--- config.mk ---
export PLATFORM = sky130hd
export DESIGN_NAME = seven_seg_scanner
export DESIGN_NICKNAME = d
export VERILOG_FILES = /design/src/rtl/seven_seg_scanner.sv
export SDC_FILE = /design/constraint.sdc
export NUM_CORES = 1
export LEC_CHECK = 0
export ABC_AREA = 0
export CAP_MARGIN = 5
export CORE_MARGIN = 10
export CORE_UTILIZATION = 57
export DETAILED_ROUTE_END_ITERATION = 8
export PLACE_DENSITY_LB_ADDON = 0.25
export SYNTH_ARGS = -nofsm -noshare
export SYNTH_HDL_FRONTEND = slang
export SYNTH_SLANG_ARGS = --single-unit
--- constraint.sdc ---
create_clock -name clk -period 4.6 [get_ports clk]
set_input_delay 0.92 -clock clk [delete_from_list [all_inputs] [get_ports clk]]
set_output_delay 0.92 -clock clk [all_outputs]
set_load 0.02 [all_outputs]
--- src/rtl/seven_seg_scanner.sv ---
// -----------------------------------------------------------------------------
// seven_seg_scanner
//
// Drives a 4-digit multiplexed common-anode 7-segment display from a 16-bit
// BCD window. A prescaler keeps each digit lit for REFRESH_DIV cycles. The
// inputs {bcd_in, neg, blank_lz} are captured once per scan frame, on the edge
// where digit0 becomes active, so an upstream shift or load in the middle of a
// frame never shows a torn value.
//
// Ports
//   clk       system clock
//   rst       synchronous, active-high reset
//   bcd_in    four BCD digits, [3:0] = digit0 (rightmost) .. [15:12] = digit3
//   neg       product is negative
//   blank_lz  1 = blank leading zeros (a minus sign may take the first blank)
//   seg       segments {g,f,e,d,c,b,a}, active-low
//   an        digit anodes, active-low, an[0] = digit0
//   sign_led  captured neg, valid for the whole frame
//   frame_tk  one-cycle pulse on the cycle the capture is loaded
// -----------------------------------------------------------------------------
module seven_seg_scanner #(
    parameter int REFRESH_DIV = 100000
) (
    input  logic        clk,
    input  logic        rst,
    input  logic [15:0] bcd_in,
    input  logic        neg,
    input  logic        blank_lz,
    output logic [6:0]  seg,
    output logic [3:0]  an,
    output logic        sign_led,
    output logic        frame_tk
);

    localparam int CNT_W = (REFRESH_DIV > 1) ? $clog2(REFRESH_DIV) : 1;
    localparam logic [CNT_W-1:0] CNT_MAX = CNT_W'(REFRESH_DIV - 1);

    localparam logic [6:0] SEG_MINUS = 7'h3F;
    localparam logic [6:0] SEG_BLANK = 7'h7F;

    // BCD to active-low gfedcba; any non-decimal nibble shows 'E'
    function automatic logic [6:0] decode_bcd(input logic [3:0] nib);
        logic [6:0] s;
        case (nib)
            4'd0:    s = 7'h40;
            4'd1:    s = 7'h79;
            4'd2:    s = 7'h24;
            4'd3:    s = 7'h30;
            4'd4:    s = 7'h19;
            4'd5:    s = 7'h12;
            4'd6:    s = 7'h02;
            4'd7:    s = 7'h78;
            4'd8:    s = 7'h00;
            4'd9:    s = 7'h10;
            default: s = 7'h06;
        endcase
        return s;
    endfunction

    // ---------------- state ----------------
    logic [CNT_W-1:0] cnt_reg;
    logic [1:0]       sel_reg;
    logic [15:0]      snap_bcd_reg;
    logic             snap_neg_reg;
    logic             snap_blank_reg;
    logic [6:0]       seg_reg;
    logic [3:0]       an_reg;
    logic             frame_tk_reg;

    // ---------------- control ----------------
    logic       tick;
    logic       frame_load;
    logic [1:0] sel_next;

    assign tick       = (cnt_reg == CNT_MAX);
    // sel==3 is both the last digit and the idle pre-frame state after reset
    assign frame_load = tick && (sel_reg == 2'd3);
    assign sel_next   = (sel_reg == 2'd3) ? 2'd0 : sel_reg + 2'd1;

    // Values in effect for the slot being entered: on a frame load digit0
    // must use what is captured at that very edge, so bypass the snapshot.
    logic [15:0] eff_bcd;
    logic        eff_neg;
    logic        eff_blank;

    assign eff_bcd   = frame_load ? bcd_in   : snap_bcd_reg;
    assign eff_neg   = frame_load ? neg      : snap_neg_reg;
    assign eff_blank = frame_load ? blank_lz : snap_blank_reg;

    // ---------------- per-digit decode ----------------
    logic [3:1] nz;          // nibble i is non-zero (invalid nibbles count)
    logic [3:1] lead_zero;   // nibbles i..3 are all zero
    logic [1:0] msd_idx;     // highest non-zero digit, 0 when all zero
    logic [2:0] minus_idx;   // digit that carries the minus sign
    logic [6:0] dig_seg [4];
    logic [3:0] dig_on;

    genvar gi;
    generate
        for (gi = 1; gi < 4; gi++) begin : g_nz
            assign nz[gi]        = (eff_bcd[4*gi +: 4] != 4'd0);
            assign lead_zero[gi] = ~|nz[3:gi];
        end
    endgenerate

    assign msd_idx   = nz[3] ? 2'd3 : nz[2] ? 2'd2 : nz[1] ? 2'd1 : 2'd0;
    assign minus_idx = {1'b0, msd_idx} + 3'd1;

    generate
        for (gi = 0; gi < 4; gi++) begin : g_digit
            if (gi == 0) begin : g_lsd
                // digit0 is never blanked
                assign dig_on[gi]  = 1'b1;
                assign dig_seg[gi] = decode_bcd(eff_bcd[3:0]);
            end else begin : g_upper
                logic is_blank;
                logic is_minus;
                assign is_blank = eff_blank && lead_zero[gi];
                // A minus only ever replaces the first blanked position, so
                // with msd_idx==3 (minus_idx==4) it is never drawn.
                assign is_minus = is_blank && eff_neg && (minus_idx == 3'(gi));
                assign dig_on[gi]  = !is_blank || is_minus;
                assign dig_seg[gi] = is_minus ? SEG_MINUS :
                                     is_blank ? SEG_BLANK :
                                     decode_bcd(eff_bcd[4*gi +: 4]);
            end
        end
    endgenerate

    logic [6:0] seg_next;
    logic [3:0] an_next;

    always_comb begin
        seg_next = dig_seg[sel_next];
        an_next  = 4'b1111;
        if (dig_on[sel_next]) begin
            an_next = ~(4'b0001 << sel_next);
        end
    end

    // ---------------- registers ----------------
    always_ff @(posedge clk) begin
        if (rst) begin
            cnt_reg        <= '0;
            sel_reg        <= 2'd3;
            snap_bcd_reg   <= 16'h0000;
            snap_neg_reg   <= 1'b0;
            snap_blank_reg <= 1'b0;
            seg_reg        <= SEG_BLANK;
            an_reg         <= 4'b1111;
            frame_tk_reg   <= 1'b0;
        end else begin
            cnt_reg      <= tick ? '0 : cnt_reg + CNT_W'(1);
            frame_tk_reg <= frame_load;
            if (tick) begin
                sel_reg <= sel_next;
                seg_reg <= seg_next;
                an_reg  <= an_next;
            end
            if (frame_load) begin
                snap_bcd_reg   <= bcd_in;
                snap_neg_reg   <= neg;
                snap_blank_reg <= blank_lz;
            end
        end
    end

    assign seg      = seg_reg;
    assign an       = an_reg;
    assign sign_led = snap_neg_reg;
    assign frame_tk = frame_tk_reg;

endmodule

Word-level counts from Yosys, hierarchy flattened
Memory sizes are Yosys's and may differ from the RTL's.
Index checks and enable logic that the tools add are counted.

word-level totals
  output and inout bits = 13
  latch bits = 0
  memory bits (writable) = 0
  word-level logic and storage cells = 69
  memory bits (read-only) = 448
  memories = 4
  register bits after elaboration = 49

operators by class
  eq/ne operators = 5
  bitwise gates (word level) = 2
  divide/modulo/power cells = 0
  $lt $le $gt $ge = 2
  multiply operators = 0
  muxes and demuxes = 19
  reductions and logical operators = 25
  shift-type cells = 1
  add/subtract/negate cells = 3

memory list
  name              words  bits a word  read ports  clocked after Yosys merged registers in  wr ports  RTL line  text
  (name not given)  16     7            1           0                                        0         44        case (nib)
  (name not given)  16     7            1           0                                        0         44
  (name not given)  16     7            1           0                                        0         44
  (name not given)  16     7            1           0                                        0         44

operators with widths
  operator                                                                       number
  7-bit 2-to-1 mux                                                               8
  17-bit by 1-bit adder with 17-bit output (second input constant)               1
  17-bit equality test (second input constant)                                   1
  16-bit 2-to-1 mux                                                              1
  7-bit binary-select mux with 2-bit select                                      1
  4-bit nonzero test                                                             3
  1-bit logical AND                                                              10
  3-bit by 2-bit equality test with 1-bit output (second input constant)         2
  1-bit logical NOT                                                              6
  2-bit 2-to-1 mux                                                               3
  1-bit 2-to-1 mux                                                               4
  4-bit 2-to-1 mux                                                               1
  4-bit inverter                                                                 1
  2-bit OR reduction                                                             2
  1-bit by 2-bit << shifter with 4-bit output (first input constant)             1
  2-bit by 1-bit adder with 3-bit output (second input constant)                 1
  3-bit by 1-bit equality test with 1-bit output (second input constant)         1
  3-bit greater-or-equal comparator (second input constant)                      1
  1-bit logical OR                                                               3
  2-bit by 3-bit less-than comparator with 1-bit output (second input constant)  1
  2-bit inverter with 3-bit output                                               1
  3-bit OR reduction                                                             1
  2-bit by 1-bit adder with 2-bit output (second input constant)                 1
  1-bit binary-select mux with 2-bit select                                      1
  2-bit equality test (second input constant)                                    1

Longest topological paths before layout
Gate-level depths: netlist of run 1.

  depth in word-level cells = 14
  depth in mapped cells = 17

Worst setup path before layout of run 1
OpenSTA, ideal clock, no wires.

  kind = register -> register
  from = reg cnt_reg[0]
  to = reg seg_reg[4] (netlist: seg[4])
  buffers on the path = 3
  period minus slack after synthesis = 3.519 ns
  setup time = 0.074 ns
  setup slack = 1.081 ns
  data arrival time = 3.445 ns
  required time = 4.526 ns
  cell stages (with the launch flop) = 18
  cells stage by stage = dfxtp_1 -> ha_1 -> and4_4 -> and4_1 -> buf_6 -> nand2_8 -> buf_2 -> buf_2 -> mux2i_1 -> ha_1 -> nor4bb_1 -> nand3_1 -> a21oi_1 -> a31oi_1 -> o311ai_1 -> nor2_1 -> a311o_1 -> a31oi_1

on the way
  word-level cells in the longest chain between the ends = 14
  elaborated cells on any way between the ends = 42
  classes of those cells = add/sub (1); eq/ne (4); mux (15); reduce/logical (18); memory (4)

RTL lines
  element                                                                                                                  RTL line  text
  from (decl)                                                                                                              61        logic [CNT_W-1:0] cnt_reg;
  from (signal assigned)                                                                                                   153       cnt_reg <= tick ? '0 : cnt_reg + CNT_W'(1);
  17-bit equality test *                                                                                                   75        assign tick = (cnt_reg == CNT_MAX);
  1-bit logical AND                                                                                                        77        assign frame_load = tick && (sel_reg == 2'd3);
  16-bit 2-to-1 mux                                                                                                        n/a
  4-bit nonzero test                                                                                                       101       assign nz[gi] = (eff_bcd[4*gi +: 4] != 4'd0);
  1-bit 2-to-1 mux                                                                                                         106       assign msd_idx = nz[3] ? 2'd3 : nz[2] ? 2'd2 : nz[1] ? 2'd1 : 2'd0;
  2-bit 2-to-1 mux (2 in a row)                                                                                            106
  2-bit by 1-bit adder with 3-bit output                                                                                   107       assign minus_idx = {1'b0, msd_idx} + 3'd1;
  3-bit by 2-bit equality test with 1-bit output / 3-bit by 1-bit equality test with 1-bit output (equally long branches)  121       assign is_minus = is_blank && eff_neg && (minus_idx == 3'(gi));
  1-bit logical AND                                                                                                        121
  7-bit 2-to-1 mux                                                                                                         123       assign dig_seg[gi] = is_minus ? SEG_MINUS :
  7-bit binary-select mux with 2-bit select                                                                                134       seg_next = dig_seg[sel_next];
  7-bit 2-to-1 mux (implied by the code) (2 in a row)                                                                      134
  to (signal assigned)                                                                                                     157       seg_reg <= seg_next;
  to (decl)                                                                                                                66        logic [6:0] seg_reg;

Mark *: on every way between the ends. The rest lies on a longest branch, timed or not. The select of a mux whose other input is x is not followed.
A chain may end at the register's enable or synchronous reset.

Final worst setup path of run 1
Same ends and word-level chain as after synthesis.

==> flow_metrics.env, run 1 <==
export IMPL_critPathCapture="seg[4]"
export IMPL_setup_viol_count_final=0
export IMPL_max_freq_ghz=0.252
export IMPL_hold_path_class="flip-flop to flip-flop"
export IMPL_synth_area_leaders="dfxtp_1 31%, ha_1 9.9%, nor2_1 6.2%"
export IMPL_gp_congestion=0.945
export IMPL_r2r_slack_ns=0.64
export IMPL_cap_violations=0
export IMPL_grt_first_pass_wirelength_mm=13.1
export IMPL_area_delta_synth_final_pct=14.0
export IMPL_fin_setup_tns_ns=0
export IMPL_drc=0
export IMPL_wl_met2_mm=3.60
export IMPL_dieWidth_um=94.6
export IMPL_insertedDiodeCount=0
export IMPL_netlist_area_leader_share=0.309
export IMPL_multi_input_area_um2=2030
export IMPL_slowest_stage="and4_1"
export IMPL_num_vias=2841
export IMPL_path_max_fanout=31
export IMPL_fillers=472
export IMPL_status="finished clean"
export IMPL_crit_arrival_ns=4.21
export IMPL_finalClockSkew_ns=0.0120
export IMPL_root_buffer="clkbuf_8"
export IMPL_startpoint="cnt_reg[0]"
export IMPL_synth_ff_type="dfxtp_1"
export IMPL_critPathMaxStageDelay_ns=0.45
export IMPL_synth_xor_area_frac=0.0331
export IMPL_rsz0062_at_grt="false"
export IMPL_clk_pin_slew_ns=0.10
export IMPL_synth_mux_area_frac=0.0962
export IMPL_drt_pass1_iter_count=6
export IMPL_synthArstFlopShare=0
export IMPL_drive_above_1_share=0.0546
export IMPL_yosys_area_top_type="dfxtp_1"
export IMPL_cts_tree="built"
export IMPL_seq_area_um2=981
export IMPL_wl_met1_mm=3.51
export IMPL_routed_wl_mm=7.77
export IMPL_r2r_cells=14
export IMPL_synth_edf_count=0
export IMPL_ys_warn_count=0
export IMPL_worstMarginPinSlew_ns=0.853
export IMPL_cts_sinks=49
export IMPL_wire_per_inst_um=16.4
export IMPL_cts_resized=0
export IMPL_rr_startpoint="cnt_reg[0]"
export IMPL_io_buffers=32
export IMPL_yosys_area_share_simple=0.243
export IMPL_drtIter0Drc=198
export IMPL_synth_compound_area_frac=0.168
export IMPL_crit_family="simple AND/OR/NAND/NOR gates"
export IMPL_startpoint_type="flip-flop"
export IMPL_leakagePower_nw=1.58
export IMPL_cts_hold_buf=0
export IMPL_grtUsageTotal=0.178
export IMPL_dp_hpwl_mm=6.03
export IMPL_worst_setup_path_end_kind="flip-flop"
export IMPL_syn_inst=375
export IMPL_highest_layer="met4"
export IMPL_h_tree_depth=2
export IMPL_core_area_um2=5440
export IMPL_timing_critical_path_cells="ha_1, and4_4, and4_1, nand2_8, mux2i_1, ha_1, nor4bb_1, nand3_1, a21oi_1, a31oi_1, o311ai_1, nor2_1, a311o_1, a31oi_1"
export IMPL_timing_critical_path_depth=14
export IMPL_grt_overflow=0
export IMPL_synthAdderAreaFrac=0.0986
export IMPL_power_density_nw_per_um2=206
export IMPL_met3_length_um=513
export IMPL_fp_row_count=27
export IMPL_fin_crit_ns=3.96
export IMPL_slew_viol_final=0
export IMPL_via_per_inst=5.98
export IMPL_worstPathRequired_ns=4.84
export IMPL_grt_max_degree=32
export IMPL_post_route_period_util=0.861
export IMPL_clk_latency_ns=0.31
export IMPL_syn_nets=420
export IMPL_path_class="flip-flop to flip-flop"
export IMPL_hold_viol=0
export IMPL_syn_avg_cell_area_um2=8.46
export IMPL_ant_nets=0
export IMPL_nNetsFinal=447
export IMPL_dieArea_um2=8950
export IMPL_grt_pass1_vias=2727
export IMPL_r2r_end="seg[4]"
export IMPL_grt_antenna_before_repair=0
export IMPL_synth_top_family_by_area="simple AND/OR/NAND/NOR gates"
export IMPL_cts_buffers=5
export IMPL_cts_setup_buffers=0
export IMPL_syn_area_um2=3170
export IMPL_irDropWorstVdd_uv=137
export IMPL_initial_core_util=0.583
export IMPL_ys_seq_elements=49
export IMPL_placed_cell_area_um2=3520
export IMPL_synth_common_cells="52 x nor2_1, 49 x dfxtp_1, 28 x nand2_1"
export IMPL_largest_reg_flops=17
export IMPL_io_pins=33
export IMPL_yosysUniqueCellTypes=60
export IMPL_yosysMostFrequentCell="nor2_1"
export IMPL_clockBufferDepth=2
export IMPL_die_h_um=94.6
export IMPL_maxSlewHeadroom=0.432
export IMPL_path_buf_inv=0
export IMPL_seq_area_frac_synth=0.309
export IMPL_final_area_um2=3620
==> cell usage in the layout, fill, tap and decap left out, types with 4 or more instances in the layout <==
| cell type | n |
|---|---|
| a21oi_1 | 20 |
| a311oi_1 | 4 |
| a31oi_1 | 6 |
| clkbuf_8 | 6 |
| clkdlybuf4s50_1 | 32 |
| dfxtp_1 | 49 |
| ha_1 | 25 |
| inv_1 | 22 |
| mux2i_1 | 18 |
| nand2_1 | 28 |
| nand3_1 | 14 |
| nand3b_1 | 4 |
| nor2_1 | 52 |
| nor2b_1 | 5 |
| nor3_1 | 10 |
| nor3b_1 | 6 |
| o211ai_1 | 5 |
| o21ai_0 | 10 |
| o21ai_1 | 7 |
| o311ai_1 | 5 |
| or3_1 | 8 |
| xor2_1 | 10 |
==> area by class of cell <==
type	instances	share of cell area
Tap cell	72	0.0249
Clock buffer	6	0.0228
Timing Repair Buffer	34	0.0927
Inverter	22	0.0228
Clock inverter	2	0.00484
Sequential cell	49	0.271
Multi-Input combinational cell	290	0.561
==> report_power, final <==
group	leakage, nW	total, mW	switching (mW)	internal (mW)
Sequential	0.396	0.428	0.00201	0.426
Combinational	1.13	0.0364	0.0171	0.0193
Clock	0.0518	0.279	0.154	0.125
Total	1.58	0.743	0.173	0.570
==> through the flow <==
| stage | hold WS [ns] | setup slack (ns) | util | total power, mW | instances |
|---|---|---|---|---|---|
| 4_1_cts | 0.475 | 0.737 | 0.665 | 0.751 | 475 |
| 5_1_grt | 0.507 | 0.398 | 0.665 | 0.769 | 475 |
| 2_1_floorplan | 0.426 | 1.08 | - | 0.450 | 375 |
| 6_report | 0.468 | 0.639 | 0.665 | 0.743 | 475 |
| 3_5_place_dp | 0.451 | 0.785 | 0.646 | 0.474 | 467 |
| 3_3_place_gp | 0.440 | 0.960 | 0.646 | 0.474 | 467 |
==> per-layer routing <==
metal | GRT usage | vias up
li1 | - | 1406
met4 | 0.0499 | 0
met5 | 0 | -
met1 | 0.233 | 1318
met3 | 0.0397 | 17
met2 | 0.287 | 100
==> cells by family (layout without fill, tap and decap cells) <==
family / count (synthesis) / count (layout)
and+or+nand+nor: 149 / 149
AOI/OAI and AO/OA: 79 / 79
DFF: 49 / 49
buffers and inverters: 36 / 64
adders and majority gates: 25 / 25
muxes: 25 / 25
xor gates and xnor gates: 12 / 12
==> how the worst min path moves through the flow <==
stage	cells past startpoint	from	to	slack, ns
after floorplan	1	cnt_reg[0]	cnt_reg[0]	0.43
after global placement	1	cnt_reg[0]	cnt_reg[0]	0.44
after detailed placement	1	cnt_reg[0]	cnt_reg[0]	0.45
after CTS	1	cnt_reg[0]	cnt_reg[0]	0.47
after global routing	1	cnt_reg[0]	cnt_reg[0]	0.51
final	1	cnt_reg[0]	cnt_reg[0]	0.47
No activity file was read; power rests on OpenSTA's default activity.
==> run 2: changes to the inputs <==
Settings changed: GPL_ROUTABILITY_DRIVEN set to 0, GPL_TIMING_DRIVEN set to 1.
==> run 2 against run 1 <==
Net effect:
- setup slack lost 0.16 ns
- sequential cell count unchanged
- cell count unchanged
- maximum frequency is 4.0% lower
- clock skew about the same
==> flow_metrics.env, run 2 (same netlist as run 1, synthesis figures left out) <==
export IMPL_fin_crit_ns=4.13
export IMPL_mostFrequentLayoutCells="52 x nor2_1, 49 x dfxtp_1, 32 x clkdlybuf4s50_1"
export IMPL_clk_pin_slew_ns=0.10
export IMPL_dieArea_um2=8950
export IMPL_drt_pass1_iter_count=5
export IMPL_rsz0062_at_grt="false"
export IMPL_clk_latency_ns=0.31
export IMPL_placed_cells=467
export IMPL_die_h_um=94.6
export IMPL_wire_per_inst_um=16.6
export IMPL_path_buf_inv=0
export IMPL_path_max_fanout=31
export IMPL_routed_wl_mm=7.88
export IMPL_cts_hold_buf=0
export IMPL_area_delta_synth_final_pct=13.9
export IMPL_io_pins=33
export IMPL_cts_resized=0
export IMPL_ant_nets=0
export IMPL_drtIter0Drc=349
export IMPL_initial_core_util=0.583
export IMPL_drc=0
export IMPL_via_per_inst=6.10
export IMPL_power_density_nw_per_um2=206
export IMPL_io_buffers=32
export IMPL_worstMarginPinSlew_ns=0.871
export IMPL_clockBufferDepth=2
export IMPL_grt_max_degree=32
export IMPL_status="finished clean"
export IMPL_power_total_mw=0.745
export IMPL_grt_antenna_before_repair=0
export IMPL_largest_reg_flops=17
export IMPL_cts_buffers=5
export IMPL_num_vias=2899
export IMPL_grt_overflow=0
export IMPL_critPathMaxStageDelay_ns=0.53
export IMPL_cap_violations=0
export IMPL_startpoint_type="flip-flop"
export IMPL_final_area_um2=3610
export IMPL_cts_sinks=49
export IMPL_cts_setup_buffers=0
export IMPL_dpl_worst_slack_ns=0.695
export IMPL_crit_family="simple AND/OR/NAND/NOR gates"
export IMPL_layout_commonest_cell="nor2_1"
export IMPL_root_buffer="clkbuf_8"
export IMPL_nNetsFinal=447
export IMPL_leakagePower_nw=1.57
export IMPL_timing_critical_path_cells="ha_1, and4_4, and4_1, nand2_8, mux2i_1, ha_1, nor4bb_1, nand3_1, a21oi_1, a31oi_1, o311ai_1, nor2_1, a311o_1, a31oi_1"
export IMPL_slowest_stage="nor4bb_1"
export IMPL_fin_util=0.665
export IMPL_worstPathRequired_ns=4.84
export IMPL_fillers=452
export IMPL_irDropWorstVdd_uv=129
export IMPL_dieWidth_um=94.6
export IMPL_hold_viol=0
export IMPL_setup_viol_count_final=0
export IMPL_post_route_period_util=0.897
export IMPL_drive_above_1_share=0.0546
export IMPL_path_class="flip-flop to flip-flop"
export IMPL_core_area_um2=5440
export IMPL_max_freq_ghz=0.242
export IMPL_slew_viol_final=0
export IMPL_fp_row_count=27
export IMPL_fin_setup_tns_ns=0
export IMPL_fin_ws_ns=0.474
export IMPL_dp_hpwl_mm=5.93
export IMPL_h_tree_depth=2
export IMPL_hold_path_class="flip-flop to flip-flop"
export IMPL_cts_tree="built"
export IMPL_finalClockSkew_ns=0.0123
export IMPL_grt_first_pass_wirelength_mm=13.0
export IMPL_placed_cell_area_um2=3520
export IMPL_maxSlewHeadroom=0.419
export IMPL_grt_pass1_vias=2724
export IMPL_worst_setup_path_end_kind="flip-flop"
export IMPL_grtUsageTotal=0.178
export IMPL_insertedDiodeCount=0
export IMPL_finalHoldWorstSlack_ns=0.478
export IMPL_fin_cells=475
export IMPL_crit_arrival_ns=4.37
==> run 2: cell count changes in the layout (fill, tap and decap cells not counted), sizes merged <==
cell	change
clkinv	-1
clkinvlp	+1
==> run 2: cell type report <==
class	instances	area (um^2)	area share
Sequential cell	49	981	0.271
Inverter	22	82.6	0.0228
Clock inverter	2	16.3	0.00450
Tap cell	72	90.1	0.0249
Multi-Input combinational cell	290	2030	0.561
Timing Repair Buffer	34	335	0.0928
Clock buffer	6	82.6	0.0228
==> run 2: layer usage <==
| metal | vias up | GRT usage | wire, um |
|---|---|---|---|
| met5 | - | 0 | 0 |
| met4 | 0 | 0.0599 | 165 |
| met3 | 20 | 0.0404 | 638 |
| met2 | 130 | 0.290 | 3650 |
| met1 | 1348 | 0.225 | 3430 |
| li1 | 1401 | - | - |
==> run 2: final timing paths <==
| check | startpoint | end | slack (ns) | depth (start not counted) |
|---|---|---|---|---|
| worst min-delay path | cnt_reg[0] | cnt_reg[0] | 0.48 | 1 |
| worst max-delay path | cnt_reg[0] | seg[4] | 0.47 | 14 |
| worst max register to register | cnt_reg[0] | seg[4] | 0.47 | 14 |
| worst min register to register | cnt_reg[0] | cnt_reg[0] | 0.48 | 1 |
==> run 2: report_power, final <==
part / leakage [nW] / total (mW) / internal [mW] / switching [mW]
Sequential: 0.396 / 0.428 / 0.426 / 0.00203
Combinational: 1.13 / 0.0368 / 0.0193 / 0.0175
Clock: 0.0478 / 0.281 / 0.124 / 0.157
==> run 3: changes to the inputs <==
Settings changed: SLEW_MARGIN set to 25.
==> results of run 3 <==
Same layout as run 2: the final DEF is identical, and so are final timing and power.
